### src/rtl/mem_port_arbiter.sv
// rtl/mem_port_arbiter.sv - shares one memory port between fetch and load/store, load/store first
module mem_port_arbiter #(
    parameter int ADDR_W      = 32,
    parameter int DATA_W      = 32,
    parameter int WAIT_CYCLES = 1
) (
    input  logic                clk_i,
    input  logic                rst_ni,
    input  logic                if_req_i,
    input  logic [ADDR_W-1:0]   if_addr_i,
    output logic [DATA_W-1:0]   if_rdata_o,
    output logic                if_valid_o,
    input  logic                ls_req_i,
    input  logic                ls_we_i,
    input  logic [ADDR_W-1:0]   ls_addr_i,
    input  logic [DATA_W-1:0]   ls_wdata_i,
    input  logic [DATA_W/8-1:0] ls_sel_i,
    output logic [DATA_W-1:0]   ls_rdata_o,
    output logic                ls_valid_o,
    output logic                stallreq_o,
    output logic                mem_ce_o,
    output logic                mem_we_o,
    output logic [ADDR_W-1:0]   mem_addr_o,
    output logic [DATA_W-1:0]   mem_wdata_o,
    output logic [DATA_W/8-1:0] mem_sel_o,
    input  logic [DATA_W-1:0]   mem_rdata_i
);
    localparam int SEL_W = DATA_W / 8;

    localparam logic [1:0] S_IDLE  = 2'd0;
    localparam logic [1:0] S_ISSUE = 2'd1;
    localparam logic [1:0] S_WAIT  = 2'd2;
    localparam logic [1:0] S_RESP  = 2'd3;

    localparam logic OWNER_IF = 1'b0;
    localparam logic OWNER_LS = 1'b1;

    localparam logic [3:0] WAIT_LOAD = 4'(WAIT_CYCLES);

    logic [1:0]        state_q, state_d;
    logic [3:0]        cnt_q, cnt_d;
    logic              owner_q, owner_d;
    logic              we_q, we_d;
    logic [ADDR_W-1:0] addr_q, addr_d;
    logic [DATA_W-1:0] wdata_q, wdata_d;
    logic [SEL_W-1:0]  sel_q, sel_d;
    logic [DATA_W-1:0] if_rdata_q, if_rdata_d;
    logic [DATA_W-1:0] ls_rdata_q, ls_rdata_d;

    always_comb begin
        state_d    = state_q;
        cnt_d      = cnt_q;
        owner_d    = owner_q;
        we_d       = we_q;
        addr_d     = addr_q;
        wdata_d    = wdata_q;
        sel_d      = sel_q;
        if_rdata_d = if_rdata_q;
        ls_rdata_d = ls_rdata_q;

        case (state_q)
            S_IDLE: begin
                if (ls_req_i) begin
                    we_d    = ls_we_i;
                    addr_d  = ls_addr_i;
                    wdata_d = ls_wdata_i;
                    sel_d   = ls_sel_i;
                    owner_d = OWNER_LS;
                    state_d = S_ISSUE;
                end else if (if_req_i) begin
                    // wdata keeps its last value; it is not driven into memory for a fetch
                    we_d    = 1'b0;
                    addr_d  = if_addr_i;
                    sel_d   = '1;
                    owner_d = OWNER_IF;
                    state_d = S_ISSUE;
                end
            end
            S_ISSUE: begin
                cnt_d   = WAIT_LOAD;
                state_d = S_WAIT;
            end
            S_WAIT: begin
                cnt_d = cnt_q - 4'd1;
                if (cnt_q == 4'd1) begin
                    if (!we_q) begin
                        if (owner_q == OWNER_LS) begin
                            ls_rdata_d = mem_rdata_i;
                        end else begin
                            if_rdata_d = mem_rdata_i;
                        end
                    end
                    state_d = S_RESP;
                end
            end
            S_RESP: begin
                state_d = S_IDLE;
            end
            default: begin
                state_d = S_IDLE;
            end
        endcase
    end

    always_ff @(posedge clk_i or negedge rst_ni) begin
        if (!rst_ni) begin
            state_q    <= S_IDLE;
            cnt_q      <= 4'd0;
            owner_q    <= OWNER_IF;
            we_q       <= 1'b0;
            addr_q     <= '0;
            wdata_q    <= '0;
            sel_q      <= '0;
            if_rdata_q <= '0;
            ls_rdata_q <= '0;
        end else begin
            state_q    <= state_d;
            cnt_q      <= cnt_d;
            owner_q    <= owner_d;
            we_q       <= we_d;
            addr_q     <= addr_d;
            wdata_q    <= wdata_d;
            sel_q      <= sel_d;
            if_rdata_q <= if_rdata_d;
            ls_rdata_q <= ls_rdata_d;
        end
    end

    assign mem_ce_o    = (state_q == S_ISSUE);
    assign mem_we_o    = mem_ce_o & we_q;
    assign mem_addr_o  = addr_q;
    assign mem_wdata_o = wdata_q;
    assign mem_sel_o   = sel_q;

    assign if_valid_o  = (state_q == S_RESP) && (owner_q == OWNER_IF);
    assign ls_valid_o  = (state_q == S_RESP) && (owner_q == OWNER_LS);
    assign if_rdata_o  = if_rdata_q;
    assign ls_rdata_o  = ls_rdata_q;

    // Combinational so the pipeline freezes in the same cycle a request appears
    assign stallreq_o  = (if_req_i & ~if_valid_o) | (ls_req_i & ~ls_valid_o);

endmodule

### config.mk
export PLATFORM = sky130hd
export DESIGN_NAME = mem_port_arbiter
export DESIGN_NICKNAME = d
export VERILOG_FILES = /design/src/rtl/mem_port_arbiter.sv
export SDC_FILE = /design/constraint.sdc
export NUM_CORES = 1
export LEC_CHECK = 0
export ABC_CLOCK_PERIOD_IN_PS = 1590
export CAP_MARGIN = 20
export CORE_ASPECT_RATIO = 0.5
export CORE_MARGIN = 8
export CORE_UTILIZATION = 38
export CTS_CLUSTER_SIZE = 8
export DETAILED_ROUTE_END_ITERATION = 6
export PLACE_DENSITY = 0.78
export RECOVER_POWER = 100
export REMOVE_ABC_BUFFERS = 1
export SYNTH_ARGS = -nofsm -noshare
export SYNTH_HDL_FRONTEND = slang
export SYNTH_SLANG_ARGS = --single-unit
### constraint.sdc
create_clock -name clk_i -period 1.59 [get_ports clk_i]
set_input_delay 0.3975 -clock clk_i [delete_from_list [all_inputs] [get_ports clk_i]]
set_output_delay 0.3975 -clock clk_i [all_outputs]
set_load 0.1 [all_outputs]
# Word level (Yosys, flattened, before mapping)

Index checks and enable logic that the tools add are counted.
Widths: inputs -> output; s select.

Flip-flop bits (word level): 140
Output and inout bits: 137

Bitwise operators: 8
Eq/ne operators: 6
Add/sub/neg operators: 1
Multiplexer cells: 12
Reduce and logical (&&, ||, !) cells: 10

Operator list:

| kind                | number |
|---|---|
| $mux 32             | 2 |
| $mux 4              | 2 |
| $pmux 2 s4          | 1 |
| $pmux 4 s2          | 1 |
| $reduce_and 4->1    | 2 |
| $mux 2              | 3 |
| $reduce_and 2->1    | 3 |
| $eq 2x2->1 const B  | 2 |
| $eq 4x1->1 const B  | 1 |
| $not 1->1           | 4 |
| $reduce_bool 2->1   | 2 |
| $sub 4x1->4 const B | 1 |
| $and 1x1->1         | 3 |
| $mux 1              | 3 |
| $ne 3x3->1 const B  | 1 |
| $eq 2x1->1 const B  | 1 |
| $logic_and 1x1->1   | 2 |
| $logic_not 2->1     | 1 |
| $ne 2x2->1 const B  | 1 |
| $or 1x1->1          | 1 |

# Depth between registers and ports, before layout

Gate-level depths: netlist of the first run.

Depth after elaboration: 5
Mapped depth: 7
Depth with buffers taken out: 5

# Least setup slack after synthesis of the first run

No wires, ideal clock.

Kind: register to output
Start: register state_q[0]
End: output port stallreq_o
Data arrival time: 2.849 ns
Path slack: -1.656 ns
Data required time: 1.192 ns
Stages on the path, launching flop included: 5
Buffers on the path: 0
Cell sequence: dfrtp_1 ha_1 nor2b_1 nor2_1 a2bb2oi_1

Word-level cells in the longest chain between the ends: 5
Elaborated cells on any way between the ends: 8
Classes of those cells: eq/ne: 1; bitwise: 5; reduce/logical: 2

RTL lines:

| what                   | line | source |
|---|---|---|
| start, declared        | 40   | `logic [1:0] state_q, state_d;` |
| start signal, assigned | 117  | `state_q <= state_d;` |
| $eq 2x2->1             | 135  | `assign if_valid_o = (state_q == S_RESP) && (owner_q == OWNER_IF);` |
| $logic_and 1x1->1      | 135  |  |
| net if_valid_o         | 12   | `output logic if_valid_o,` |
| $not 1->1              | 141  | `assign stallreq_o = (if_req_i & ~if_valid_o) \| (ls_req_i & ~ls_valid_o);` |
| $and 1x1->1            | 141  |  |
| $or 1x1->1             | 141  |  |
| end, declared          | 20   | `output logic stallreq_o,` |

The timed path passes the listed nets, and every way through them passes these cells.

# Worst setup path in the final report of the first run

Start: register state_q[0]
End: output port stallreq_o

Word-level cells in the longest chain between the ends: 5
Elaborated cells on any way between the ends: 8
Classes of those cells: eq/ne: 1; bitwise: 5; reduce/logical: 2

RTL lines:

| what                                 | line |
|---|---|
| $eq 2x2->1 *                         | 135, 136 |
| $logic_and 1x1->1 (on tied branches) | 135, 136 |
| $not 1->1                            | 141 |
| $and 1x1->1                          | 141 |
| $or 1x1->1 *                         | 141 |

Mark *: on every way between the ends. The rest lies on a longest branch, timed or not.

==> qor.csv, run 1 <==
metric,value,unit
fin_crit_sh,1.280,
grt_pass1_vias,5179,
hold_path.class,reg -> reg,
yosysSeqAreaShare,0.5898,
dpl_cell_area,10550,um^2
syn_area,5939,um^2
die_y,104.4,um
clkLatencyLatePin,0.42,ns
slowest_delay,0.42,ns
portBuffers,273,
clkSinkCount,140,
fin_util,0.6986,
clk_path_buf_depth,2,
wl_per_cell,25.49,um
final_layout_size_suffix_gt1_frac,0.5407,
vias,4890,
grt_setup_unrepaired,true,
drtPass1Iterations,4,
skew,0.009136,ns
yosysTopAreaCell,dfrtp_1,
grt_antenna_before_repair,0,
via_per_inst,5.062,
dp_hpwl,14.65,mm
synth_cell_types,31,
groute.usage.overall,0.2002,
path_max_fanout,2,
gp_congestion,0.7551,
crit_buf_inv,1,
grt_pass1_wl,31.00,mm
violations,setup timing,
setup_violations,164,
antenna_cells,0,
outcome,"complete, but fails checks",
criticalPathCategory,reg -> out,
synth_top_area_frac,0.5898,
finalMaxSlewViolations,0,
htree_levels,4,
grt_overflow,0,
die_x,192.8,um
crit_chain,ha_4 -> nor2b_4 -> nor2_2 -> a2bb2oi_2 -> buf_12,
start_kind,flop,
wl,24.62,mm
final_cell_area,10710,um^2
grtUsageMet2,0.3749,
floorplan.initialDensity,0.3873,
slowest_stage,dfrtp_1,
final_antenna_net_count,0,
critPathArrivalTime,1.64,ns
clk_pin_slew,0.06,ns
setup_slack,-0.4454,ns
hold_viol_final,0,
clockRootBuffer,clkbuf_16,
ys_warn_count,0,
cts_buffers,17,
cpLargestDelayFamily,flip-flops,
die_area,20130,um^2
met3_usage,0.04618,
nets,893,
max_slew_margin,0.3143,
fillers,963,
fin_hold_ws,0.4868,ns
top_usage_layer,met2,
critPathRequiredTime,1.19,ns
worst_pin_slew,1.029,ns
synth_area_leaders,"dfrtp_1, mux2_4, mux2_2",
ios,274,
grt_start_max_net_pins,43,
cts_tree,yes,
post-route-min-period,2.035,ns
rows,32,
syn-instance-count,403,
synth-seq-cells,140,
max_cap_viol_count,0,
fmax,0.4913,GHz
drc,0,
core-area,15330,um^2
area_growth,80.37,%
end_kind,primary output,
use_met1,0.2155,
drt-initial-drc-count,201,
avgSynthCellArea,14.74,um^2
[per-layer routing]
metal / wire [um] / vias up
li1: - / 2114
met1: 9440 / 2511
met3: 1311 / 67
met4: 975 / 0
met2: 12900 / 198
met5: 0 / -
[Yosys cell counts, drive strengths merged]
cell type	number
o21ai	35
or3b	1
nor2	2
and2b	1
nand3	1
clkbuf	4
nor3b	1
mux2	97
dfrtp	140
o221ai	1
and2	2
inv	7
a2bb2oi	1
buf	18
nand4	3
nand2	36
nor2b	2
nor3	1
nand3b	1
o32a	1
a32o	2
o22a	4
ha	7
a21oi	1
o21a	2
mux2i	32
[final timing paths]
kind,from,slack [ns],to,cells past startpoint
setup / recovery,state_q[0],-0.45,stallreq_o,5
hold / removal,mem_addr_o[15],0.49,mem_addr_o[15],2
setup reg to reg,state_q[1],-0.40,if_rdata_o[16],9
hold reg to reg,mem_addr_o[15],0.49,mem_addr_o[15],2
max in group asynchronous,rst_ni,-0.02,mem_wdata_o[22],3
min in group asynchronous,rst_ni,0.70,ls_rdata_o[12],2
[registers in the layout (all words and copies together) (netlist names)]
name / flops
ls_rdata_o: 32
if_rdata_o: 32
state_q: 2
mem_sel_o: 4
mem_addr_o: 32
mem_wdata_o: 32
owner_q: 1
cnt_q: 4
we_q: 1
[through the flow]
| stage | TNS (ns) | instances | setup WS [ns] |
|---|---|---|---|
| 2_1_floorplan | -119.68 | 381 | -2.377 |
| 3_3_place_gp | -6.048 | 890 | -0.3325 |
| 3_5_place_dp | -9.847 | 890 | -0.3341 |
| 4_1_cts | -16.91 | 943 | -0.4654 |
| 5_1_grt | -58.30 | 966 | -0.4845 |
| 6_report | -45.46 | 966 | -0.4454 |
[repair_timing]
item / in CTS / in global routing
endpoints found under the hold margin: 34 / 0
hold buffers: 1 / 0
pin swaps: 8 / 31
buffers inserted: 13 / 18
setup endpoints to repair: 101 / 127
cloned: 8 / 10
resized for setup: 40 / 170
[layout make-up]
class / instances / area [um^2] / share of cell area
Clock buffer: 23 / 498.0 / 0.04648
Sequential cell: 140 / 3503 / 0.3270
Timing Repair Buffer: 349 / 3580 / 0.3341
Multi-Input combinational cell: 234 / 2759 / 0.2575
Clock inverter: 9 / 83.83 / 0.007825
Inverter: 7 / 33.78 / 0.003153
Tap cell: 204 / 255.2 / 0.02383
[kinds of logic after synthesis]
group	share of synthesized area
muxes	0.2758
DFF	0.5898
AOI/OAI and AO/OA	0.04677
buffers and inverters	0.02886
adders and majority gates	0.01475
and+or+nand+nor	0.04403
[layout by cell type, fill, tap and decap left out, types with 2 or more instances in the layout]
master and instances:
buf_12 20, inv_6 3, nand2_4 18, nand4_4 2
clkdlybuf4s50_1 134, clkbuf_8 5, buf_4 101, ha_1 2
dfrtp_1 140, clkbuf_4 42, buf_6 33, inv_1 4
o22a_1 4, nand2_1 8, o21ai_1 10, o21ai_0 2
buf_8 4, mux2_4 97, o21a_1 2, mux2i_1 32
buf_16 5, and2_4 2, clkbuf_16 24, nand2_2 9
ha_4 4, o21ai_2 22, clkinv_2 4
[worst reg2reg max path: cells and delay by family (launching register included)]
| kind | cells | cell delay (ns) |
|---|---|---|
| flip-flops | 1 | 0.42 |
| AND/OR/NAND/NOR | 2 | 0.32 |
| adder cells (fa/ha/maj) | 1 | 0.15 |
| buffers and inverters | 5 | 0.68 |
| multiplexers | 1 | 0.30 |
Power of run 1 is not shown: default switching activity piles up to over one toggle a cycle in this logic, so the estimate is an artifact.
==> run 2: changes to the inputs <==
--- a/config.mk
+++ b/config.mk
@@ -5,14 +5,14 @@
 export SDC_FILE = /design/constraint.sdc
 export NUM_CORES = 1
 export LEC_CHECK = 0
-export ABC_CLOCK_PERIOD_IN_PS = 1590
+export ABC_CLOCK_PERIOD_IN_PS = 2400
 export CAP_MARGIN = 20
 export CORE_ASPECT_RATIO = 0.5
 export CORE_MARGIN = 8
-export CORE_UTILIZATION = 38
+export CORE_UTILIZATION = 42
 export CTS_CLUSTER_SIZE = 8
 export DETAILED_ROUTE_END_ITERATION = 6
-export PLACE_DENSITY = 0.78
+export PLACE_DENSITY = 0.81
 export RECOVER_POWER = 100
 export REMOVE_ABC_BUFFERS = 1
 export SYNTH_ARGS = -nofsm -noshare
==> constraint.sdc (replaced) <==
create_clock -name clk_i -period 2.4 [get_ports clk_i]
set_input_delay 0.6 -clock clk_i [delete_from_list [all_inputs] [get_ports clk_i]]
set_output_delay 0.6 -clock clk_i [all_outputs]
set_load 0.1 [all_outputs]
==> qor.csv, run 2 (same netlist as run 1, synthesis figures left out) <==
metric,value,unit
outcome,finished clean,
via_per_inst,4.630,
final_common_cell,dfrtp_1,
drtPass1Iterations,4,
core-area,13660,um^2
cts_tree,yes,
finalMaxSlewViolations,0,
drc,0,
die_area,18430,um^2
antenna_cells,0,
stdcell_count,890,
grt_start_max_net_pins,67,
groute.usage.overall,0.1808,
die_y,100.1,um
multiInputGateArea,2074,um^2
clk_pin_slew,0.06,ns
max_cap_viol_count,0,
grt_pass1_wl,26.23,mm
die_x,184.2,um
grt_pass1_vias,4585,
fillers,1183,
final_layout_size_suffix_gt1_frac,0.3309,
drt-initial-drc-count,112,
ios,274,
critPathArrivalTime,1.68,ns
max_slew_margin,0.2925,
criticalPathCategory,in -> out,
slowest_delay,0.49,ns
end_kind,primary output,
layout_common_cells,"dfrtp_1, clkbuf_2, clkdlybuf4s50_1, mux2_1, mux2_2",
nets,830,
skew,0.007616,ns
htree_levels,4,
seq_area,3503,um^2
wl,16.56,mm
crit_buf_inv,3,
fin_crit_sh,0.9502,
hold_viol_final,0,
area_growth,45.88,%
fin_util,0.6342,
grt_overflow,0,
start_kind,primary input,
hold_path.class,in -> async,
clk_path_buf_depth,2,
cts_buffers,17,
slowest_stage,clkdlybuf4s50_1,
grt_antenna_before_repair,0,
crit_chain,clkdlybuf4s50_1 -> inv_1 -> nor2_2 -> a2bb2oi_2 -> buf_12,
dp_hpwl,12.95,mm
portBuffers,273,
critPathRequiredTime,1.80,ns
worst_pin_slew,1.061,ns
wl_per_cell,18.61,um
setup_violations,0,
clkSinkCount,140,
post-place-cells,858,
fmax,0.4385,GHz
gp_congestion,0.7426,
clkLatencyLatePin,0.40,ns
rows,30,
clockRootBuffer,clkbuf_16,
path_max_fanout,2,
cpLargestDelayFamily,buffers and inverters,
final_antenna_net_count,0,
vias,4121,
post-route-min-period,2.280,ns
floorplan.initialDensity,0.4347,
grt_setup_unrepaired,false,
-- run 2: cell types whose count changed in the layout (fill, tap and decap cells not counted), moves of 8 or more --
| cell | delta |
|---|---|
| nand2_2 | -8 |
| o21ai_0 | +32 |
| mux2_4 | -89 |
| clkbuf_2 | +136 |
| mux2_1 | +52 |
| nand2_1 | +27 |
| mux2_2 | +37 |
| o21ai_2 | -22 |
| nand2_4 | -18 |
| buf_6 | -32 |
| clkbuf_4 | -41 |
| o21ai_1 | -10 |
| buf_12 | -16 |
| buf_4 | -98 |
-- run 2: worst paths after layout --
kind | from | end | slack [ns] | cells past startpoint
worst max register to register | state_q[0] | if_rdata_o[20] | 0.18 | 7
worst max-delay path | if_req_i | stallreq_o | 0.12 | 5
max in group asynchronous | rst_ni | mem_addr_o[18] | 0.62 | 2
worst min register to register | mem_addr_o[10] | mem_addr_o[10] | 0.48 | 2
worst min-delay path | rst_ni | ls_rdata_o[6] | 0.38 | 1
min in group clk_i | mem_addr_o[10] | mem_addr_o[10] | 0.48 | 2
-- run 2: timing repair --
action / 4_1_cts / 5_1_grt
buffers inserted: 0 / 1
gates resized for setup: 1 / 1
hold buffers: 0 / 0
endpoints found under the hold margin: 0 / 0
setup endpoints to repair: 1 / 1
-- run 2: through the flow --
step                hold WS [ns]  setup TNS (ns)  area [um^2]  worst slack (ns)
global placement          0.4639               0         8647           0.09151
finish                    0.3814               0         8665            0.1196
floorplan                 0.3044          -61.12         5794            -1.770
CTS                       0.1078               0         9299           0.04155
global route              0.4657               0         8665           0.04970
detailed placement        0.4715               0         8647           0.05325
-- run 2: cell type report --
cell class | count | area share
clock buffers | 17 | 0.04910
clock inverters | 14 | 0.02542
inverters | 7 | 0.003032
multi-input cells | 234 | 0.2394
flip-flops and latches | 140 | 0.4043
well taps | 192 | 0.02773
repair buffers | 286 | 0.2510
-- run 2: per-layer routing --
| metal | part of all wire | global-route usage | vias to the layer above |
|---|---|---|---|
| met2 | 0.56 | 0.3399 | 102 |
| met5 | 0 | 0 | - |
| li1 | - | - | 1984 |
| met1 | 0.39 | 0.2035 | 2022 |
| met4 | 0.011 | 0.05360 | 0 |
| met3 | 0.046 | 0.03893 | 13 |
-- run 2: worst reg2reg max path, cell delays in order, from the launching register on --
cell and delay, ns:
dfrtp_1 0.40, clkbuf_4 0.15, inv_1 0.11, ha_1 0.33, and2b_2 0.26, nand4_4 0.22
buf_4 0.29, mux2_1 0.34
Power of run 2 is left out for the same reason.
